$ cat src/rtl/turbosound_pkg.sv
// -----------------------------------------------------------------------------
// turbosound_pkg
// Shared types and constants for the TurboSound AY bus sequencer.
//   seq_state_e  : sequencer step (idle, select, address, data, restores)
//   bus_drive_t  : one clock of AY bus drive (bdir, bc1, data)
//   AY_SEL_BASE  : upper seven bits of a TurboSound chip-select write
//   CHIP_AY1/2   : chip numbers; AY1 is selected by 0xFF, AY2 by 0xFE
// -----------------------------------------------------------------------------
package turbosound_pkg;

    typedef enum logic [2:0] {
        ST_IDLE  = 3'd0,
        ST_SEL   = 3'd1,
        ST_ADDR  = 3'd2,
        ST_DATA  = 3'd3,
        ST_RADDR = 3'd4,
        ST_RSEL  = 3'd5
    } seq_state_e;

    localparam logic [6:0] AY_SEL_BASE = 7'h7F;
    localparam logic       CHIP_AY1    = 1'b0;
    localparam logic       CHIP_AY2    = 1'b1;

    typedef struct packed {
        logic       bdir;
        logic       bc1;
        logic [7:0] data;
    } bus_drive_t;

    localparam bus_drive_t BUS_IDLE = '{bdir: 1'b0, bc1: 1'b0, data: 8'h00};

    function automatic bus_drive_t bus_drive(input logic bdir, input logic bc1,
                                             input logic [7:0] data);
        bus_drive_t d;
        d.bdir = bdir;
        d.bc1  = bc1;
        d.data = data;
        return d;
    endfunction

    // Chip-select code: bit 0 is inverted chip number (0xFF = AY1, 0xFE = AY2).
    function automatic logic [7:0] sel_code(input logic chip);
        return {AY_SEL_BASE, ~chip};
    endfunction

endpackage

$ cat src/rtl/ay_cpu_shadow.sv
// -----------------------------------------------------------------------------
// ay_cpu_shadow
// Tracks what the CPU believes the TurboSound chips hold: which chip is
// selected and each chip's latched register address. Every CPU address-latch
// cycle (bdir & bc1) either moves the selection (0xFE/0xFF, when the second
// chip exists) or latches an address into the currently selected chip.
// Ports:
//   clk, reset_n     : clock, synchronous active-low reset
//   wr_i             : CPU address-latch cycle this clock
//   sel_en_i         : selection writes are honoured (both chips enabled)
//   din_i            : CPU data bus
//   sel_o            : current selection (0 = AY1)
//   sel_nxt_o        : selection after this clock's update
//   addr_nxt_o       : per-chip latched address after this clock's update
// The *_nxt outputs let a consumer make decisions at the same edge the
// CPU changes the shadow.
// -----------------------------------------------------------------------------
module ay_cpu_shadow
    import turbosound_pkg::*;
(
    input  logic            clk,
    input  logic            reset_n,
    input  logic            wr_i,
    input  logic            sel_en_i,
    input  logic [7:0]      din_i,
    output logic            sel_o,
    output logic            sel_nxt_o,
    output logic [1:0][7:0] addr_nxt_o
);

    logic            sel_q, sel_d;
    logic [1:0][7:0] addr_q, addr_d;

    always_comb begin
        sel_d  = sel_q;
        addr_d = addr_q;
        if (wr_i) begin
            // With a chip disabled, 0xFE/0xFF is just an ordinary address.
            if (sel_en_i && (din_i[7:1] == AY_SEL_BASE)) begin
                sel_d = ~din_i[0];
            end else begin
                addr_d[sel_q] = din_i;
            end
        end
    end

    always_ff @(posedge clk) begin
        if (!reset_n) begin
            sel_q  <= CHIP_AY1;
            addr_q <= '0;
        end else begin
            sel_q  <= sel_d;
            addr_q <= addr_d;
        end
    end

    assign sel_o      = sel_q;
    assign sel_nxt_o  = sel_d;
    assign addr_nxt_o = addr_d;

endmodule

$ cat src/rtl/turbosound_bus_sequencer.sv
// -----------------------------------------------------------------------------
// turbosound_bus_sequencer
// Shares the TurboSound AY bus between the Z80 port decoder and an internal
// register-write requester. The CPU always wins and is passed straight
// through. A queued write expands into chip select, address latch and data
// write, then the CPU's selected chip and latched address are put back.
// Parameters:
//   HOLD             : clocks each sequencer bus step is driven (>= 1);
//                      every step is followed by one idle gap clock
// Ports:
//   clk, reset_n     : clock, synchronous active-low reset
//   disable_ay       : AY subsystem off, requests are dropped
//   disable_turboay  : second AY off, chip-1 requests dropped, CPU select
//                      writes are treated as plain addresses
//   cpu_bdir/bc1/din : CPU side of the AY bus
//   req_*            : write request (valid/ready handshake, chip, reg, data)
//   bdir, bc1, dout  : AY bus towards turbosound
//   busy             : a sequence is in progress
// -----------------------------------------------------------------------------
module turbosound_bus_sequencer
    import turbosound_pkg::*;
#(
    parameter int unsigned HOLD = 4
) (
    input  logic       clk,
    input  logic       reset_n,
    input  logic       disable_ay,
    input  logic       disable_turboay,
    input  logic       cpu_bdir,
    input  logic       cpu_bc1,
    input  logic [7:0] cpu_din,
    input  logic       req_valid,
    output logic       req_ready,
    input  logic       req_chip,
    input  logic [3:0] req_reg,
    input  logic [7:0] req_data,
    output logic       bdir,
    output logic       bc1,
    output logic [7:0] dout,
    output logic       busy
);

    localparam int unsigned      CNT_W   = $clog2(HOLD + 1);
    localparam logic [CNT_W-1:0] CNT_GAP = CNT_W'(HOLD);

    logic            cpu_active;
    logic            accept;
    logic            drop;
    logic            sh_sel, sh_sel_nxt;
    logic [1:0][7:0] sh_addr_nxt;

    seq_state_e       state_q, state_d;
    logic [CNT_W-1:0] cnt_q, cnt_d;
    logic             chip_q, chip_d;
    logic [3:0]       reg_q, reg_d;
    logic [7:0]       data_q, data_d;
    bus_drive_t       drv_q, drv_d;

    assign cpu_active = cpu_bdir | cpu_bc1;
    assign req_ready  = (state_q == ST_IDLE) & ~cpu_active;
    assign accept     = req_valid & req_ready;
    assign drop       = disable_ay | ((req_chip == CHIP_AY2) & disable_turboay);
    assign busy       = (state_q != ST_IDLE);

    ay_cpu_shadow u_shadow (
        .clk        (clk),
        .reset_n    (reset_n),
        .wr_i       (cpu_bdir & cpu_bc1),
        .sel_en_i   (~disable_ay & ~disable_turboay),
        .din_i      (cpu_din),
        .sel_o      (sh_sel),
        .sel_nxt_o  (sh_sel_nxt),
        .addr_nxt_o (sh_addr_nxt)
    );

    // Next state / step counter.
    always_comb begin
        state_d = state_q;
        cnt_d   = cnt_q;
        chip_d  = chip_q;
        reg_d   = reg_q;
        data_d  = data_q;
        if (state_q == ST_IDLE) begin
            if (accept) begin
                chip_d = req_chip;
                reg_d  = req_reg;
                data_d = req_data;
                cnt_d  = '0;
                if (!drop) begin
                    state_d = (req_chip != sh_sel) ? ST_SEL : ST_ADDR;
                end
            end
        end else if (cpu_active) begin
            // The CPU may be moving the selection or address latch right now,
            // so decide the resume point from the post-update shadow.
            cnt_d = '0;
            case (state_q)
                ST_RADDR, ST_RSEL: state_d = ST_RADDR;
                default:           state_d = (chip_q != sh_sel_nxt) ? ST_SEL : ST_ADDR;
            endcase
        end else if (cnt_q == CNT_GAP) begin
            cnt_d = '0;
            case (state_q)
                ST_SEL:   state_d = ST_ADDR;
                ST_ADDR:  state_d = ST_DATA;
                ST_DATA:  state_d = ST_RADDR;
                ST_RADDR: state_d = (chip_q != sh_sel) ? ST_RSEL : ST_IDLE;
                ST_RSEL:  state_d = ST_IDLE;
                default:  state_d = ST_IDLE;
            endcase
        end else begin
            cnt_d = cnt_q + CNT_W'(1);
        end
    end

    // Bus drive is decoded from the next state so the registered drive lines
    // up with state/cnt; restore values come from the live shadow.
    always_comb begin
        drv_d = BUS_IDLE;
        if (cnt_d != CNT_GAP) begin
            case (state_d)
                ST_SEL:   drv_d = bus_drive(1'b1, 1'b1, sel_code(chip_d));
                ST_ADDR:  drv_d = bus_drive(1'b1, 1'b1, {4'h0, reg_d});
                ST_DATA:  drv_d = bus_drive(1'b1, 1'b0, data_d);
                ST_RADDR: drv_d = bus_drive(1'b1, 1'b1, sh_addr_nxt[chip_d]);
                ST_RSEL:  drv_d = bus_drive(1'b1, 1'b1, sel_code(sh_sel_nxt));
                default:  drv_d = BUS_IDLE;
            endcase
        end
    end

    always_ff @(posedge clk) begin
        if (!reset_n) begin
            state_q <= ST_IDLE;
            cnt_q   <= '0;
            chip_q  <= CHIP_AY1;
            reg_q   <= '0;
            data_q  <= '0;
            drv_q   <= BUS_IDLE;
        end else begin
            state_q <= state_d;
            cnt_q   <= cnt_d;
            chip_q  <= chip_d;
            reg_q   <= reg_d;
            data_q  <= data_d;
            drv_q   <= drv_d;
        end
    end

    // CPU has zero-latency priority over the registered sequencer drive.
    assign bdir = cpu_active ? cpu_bdir : drv_q.bdir;
    assign bc1  = cpu_active ? cpu_bc1  : drv_q.bc1;
    assign dout = cpu_active ? cpu_din  : drv_q.data;

endmodule
$ cat config.mk
export PLATFORM = sky130hd
export DESIGN_NAME = turbosound_bus_sequencer
export DESIGN_NICKNAME = d
export VERILOG_FILES = /design/src/rtl/turbosound_pkg.sv /design/src/rtl/ay_cpu_shadow.sv /design/src/rtl/turbosound_bus_sequencer.sv
export SDC_FILE = /design/constraint.sdc
export NUM_CORES = 1
export LEC_CHECK = 0
export BUFFER_PORTS_ARGS = -buffer_cell sky130_fd_sc_hd__buf_2
export CELL_PAD_IN_SITES_DETAIL_PLACEMENT = 1
export CELL_PAD_IN_SITES_GLOBAL_PLACEMENT = 2
export CORE_MARGIN = 3
export CORE_UTILIZATION = 31
export CTS_BUF_LIST = sky130_fd_sc_hd__clkbuf_4
export CTS_CLUSTER_DIAMETER = 120
export DETAILED_ROUTE_END_ITERATION = 8
export GPL_TIMING_DRIVEN = 1
export PLACE_DENSITY_LB_ADDON = 0.12
export SLEW_MARGIN = 10
export SYNTH_ARGS = -nofsm -noshare
export SYNTH_HDL_FRONTEND = slang
export SYNTH_SLANG_ARGS = --single-unit
$ cat constraint.sdc
create_clock -name clk -period 2.45 [get_ports clk]
set_input_delay 0.245 -clock clk [delete_from_list [all_inputs] [get_ports clk]]
set_output_delay 0.245 -clock clk [all_outputs]
set_load 0.03 [all_outputs]
==> metrics.yaml <==
start_kind: "register"
reg2reg_depth: 9
fmax_ghz: 0.424
grt_pass1_wl_um: 12000
syn_inst: 281
min_path_type: "in -> reg"
outcome: "finished clean"
synthArstFlopShare: 0
fp.dieArea_sq_um: 8790
ant_nets: 0
path_class: "reg -> reg"
worstPathArrival_ns: 2.65
synthesis.area_sq_um: 2390
initial_core_util: 0.324
synth_edf_count: 0
met3_usage: 0.0321
grt_pass1_vias: 2381
synth_ff_type: "dfxtp_1"
hold_end: "data_q[6]$_SDFF_PN0_"
fin_nets: 387
nFillCells: 904
postCtsHoldBufs: 0
cts.sinks: 46
globalplace.congestion: 0.794
grt_max_degree: 18
final.period_utilization: 0.962
yosys_register_bits: 46
rrSetupSlack_ns: 0.09
p_leak_uw: 0.00141
antenna_found_initial: 0
top_usage_layer: "met2"
antennaDiodeCount: 0
post-place-cells: 444
worstPathMaxFanout: 9
hold_viol_final: 0
setup.worst_path.start: "cnt_q[0]$_SDFF_PN0_"
drt_wl_total_um: 7630
clk_pin_slew_ns: 0.14
cts_tree: "built"
setup_viol: 0
overflow: 0
relSlewSlack: 0.362
ys_types: 52
fp.dieH_um: 93.8
via_count: 2349
cts_buffers: 5
htree_levels: 2
synth_area_leaders: "dfxtp_1 (39%), mux2i_1 (10%), nor2_1 (5.8%)"
synth.most_common_cell: "dfxtp_1"
syn2layout_area_growth_pct: 29.6
yosysTopAreaCellShare: 0.386
coreArea_sq_um: 7370
syn-num-nets: 311
end_kind: "register"
fin_cells: 457
r2r_start: "cnt_q[0]$_SDFF_PN0_"
use_met1: 0.231
grt_use_total: 0.178
io_buffers: 39
synth_top_area_cell: "dfxtp_1"
dr.pass1.iters: 4
io_pins: 40
insertion_delay_ns: 0.37
maxSlewViolCount: 0
cts_buffer_depth: 2
min_path_cells: 3
ir_worst_vdd_v: 0.000353
clock_skew_ns: 0.00667
tightest_slew_ns: 0.953
drv_cap: 0
placed_cell_area_sq_um: 2940
gr-usage-met2: 0.300
whs_ns: 0.135
p_per_area_nw_per_um2: 777
drt-initial-drc-count: 71
synth_common_cells: "dfxtp_1 (46), nor2_1 (37), nand2_1 (31)"
root_buffer: "clkbuf_4"
yosys_warnings: 0
final_area_sq_um: 3090
drive_above_1_share: 0.318
post-route-min-period_ns: 2.36
hpwl_um: 5840
row_count: 31
die_x_um: 93.8
vias_per_cell: 5.14
drc: 0
r2r-end: "drv_q[5]$_SDFF_PN0_"
yosysSeqAreaShare: 0.386
hold_start: "req_data[6]"
required_ns: 2.74
final_util: 0.420
wl_per_cell_um: 16.7
syn-mean-instance-area_sq_um: 8.50
-- worst max-delay path by stage --
stage                               end  depth (start not counted)
CTS                 drv_q[6]$_SDFF_PN0_                         10
detailed placement  drv_q[2]$_SDFF_PN0_                          9
floorplan           drv_q[2]$_SDFF_PN0_                          9
global route        drv_q[5]$_SDFF_PN0_                         10
finish              drv_q[5]$_SDFF_PN0_                          9
global placement    drv_q[5]$_SDFF_PN0_                          9
-- repair_timing --
action                                  CTS  global route
resized for setup                         0            14
endpoints found under the setup margin    0             7
buffers inserted                          0             4
endpoints found under the hold margin     0             0
-- layout make-up --
type,count,area (sq um),area share
Inverter,11,41.3,0.0133
Tap cell,99,124,0.0400
Multi-Input combinational cell,211,1430,0.463
Sequential cell,46,923,0.298
Timing Repair Buffer,82,519,0.168
Clock inverter,3,16.3,0.00526
Clock buffer,5,37.5,0.0121
-- per-stage QoR --
step / setup slack, ns / TNS (ns) / total power [uW]
3_3_place_gp: 0.0179 / 0 / 1910
3_5_place_dp: -0.0376 / -0.120 / 1930
6_report: 0.0931 / 0 / 2400
4_1_cts: 0.00633 / 0 / 2290
2_1_floorplan: 0.137 / 0 / 1510
5_1_grt: -0.0287 / -0.0764 / 2580
-- where the power goes --
| group | switching, uW | total [uW] | leakage, uW | internal (uW) |
|---|---|---|---|---|
| clock | 259 | 367 | 0.0000286 | 107 |
| combinational | 637 | 1140 | 0.00100 | 508 |
| sequential | 56.6 | 893 | 0.000375 | 837 |
-- state kept, by name (all words and copies together), names as in the netlist --
| signal | count |
|---|---|
| u_shadow.addr_q | 16 |
| drv_q | 10 |
| data_q | 8 |
| reg_q | 4 |
| cnt_q | 3 |
| state_q | 3 |
| chip_q | 1 |
| u_shadow.sel_o | 1 |
-- critical path: stages (launching register included) --
cell and delay (ns):
dfxtp_2 0.36, inv_1 0.06, ha_2 0.18, a211oi_2 0.06, buf_4 0.16, o21bai_1 0.16
a221o_2 0.45, buf_4 0.19, or3_1 0.39, a221oi_2 0.27
-- metal layers --
layer / wire length, um / up-vias
met3: 255 / 11
met2: 3650 / 47
li1: - / 1170
met4: 154 / 0
met1: 3580 / 1121
met5: 0 / -
-- logic make-up (layout without fill, tap and decap cells) --
family,Yosys count,count (layout),share of synthesized area
simple gates,109,109,0.227
compound gates,70,70,0.211
flops,46,46,0.386
mux,28,28,0.119
buf+inv,24,101,0.0388
fa+ha+maj,2,2,0.0105
xor+xnor,2,2,0.00734
-- placed cells by master, fill, tap and decap left out, types with 5 or more instances in the layout --
cell and count:
dfxtp_1 44, buf_4 41, buf_2 40, nor2_1 37
nand2_1 31, mux2i_1 24, o21ai_0 11, inv_1 10
o21a_1 8, a21oi_1 7, nand3_1 7, and2_1 7
o21ai_1 6, or3_1 6, clkbuf_4 5
Power figures use the tool's default switching activity.
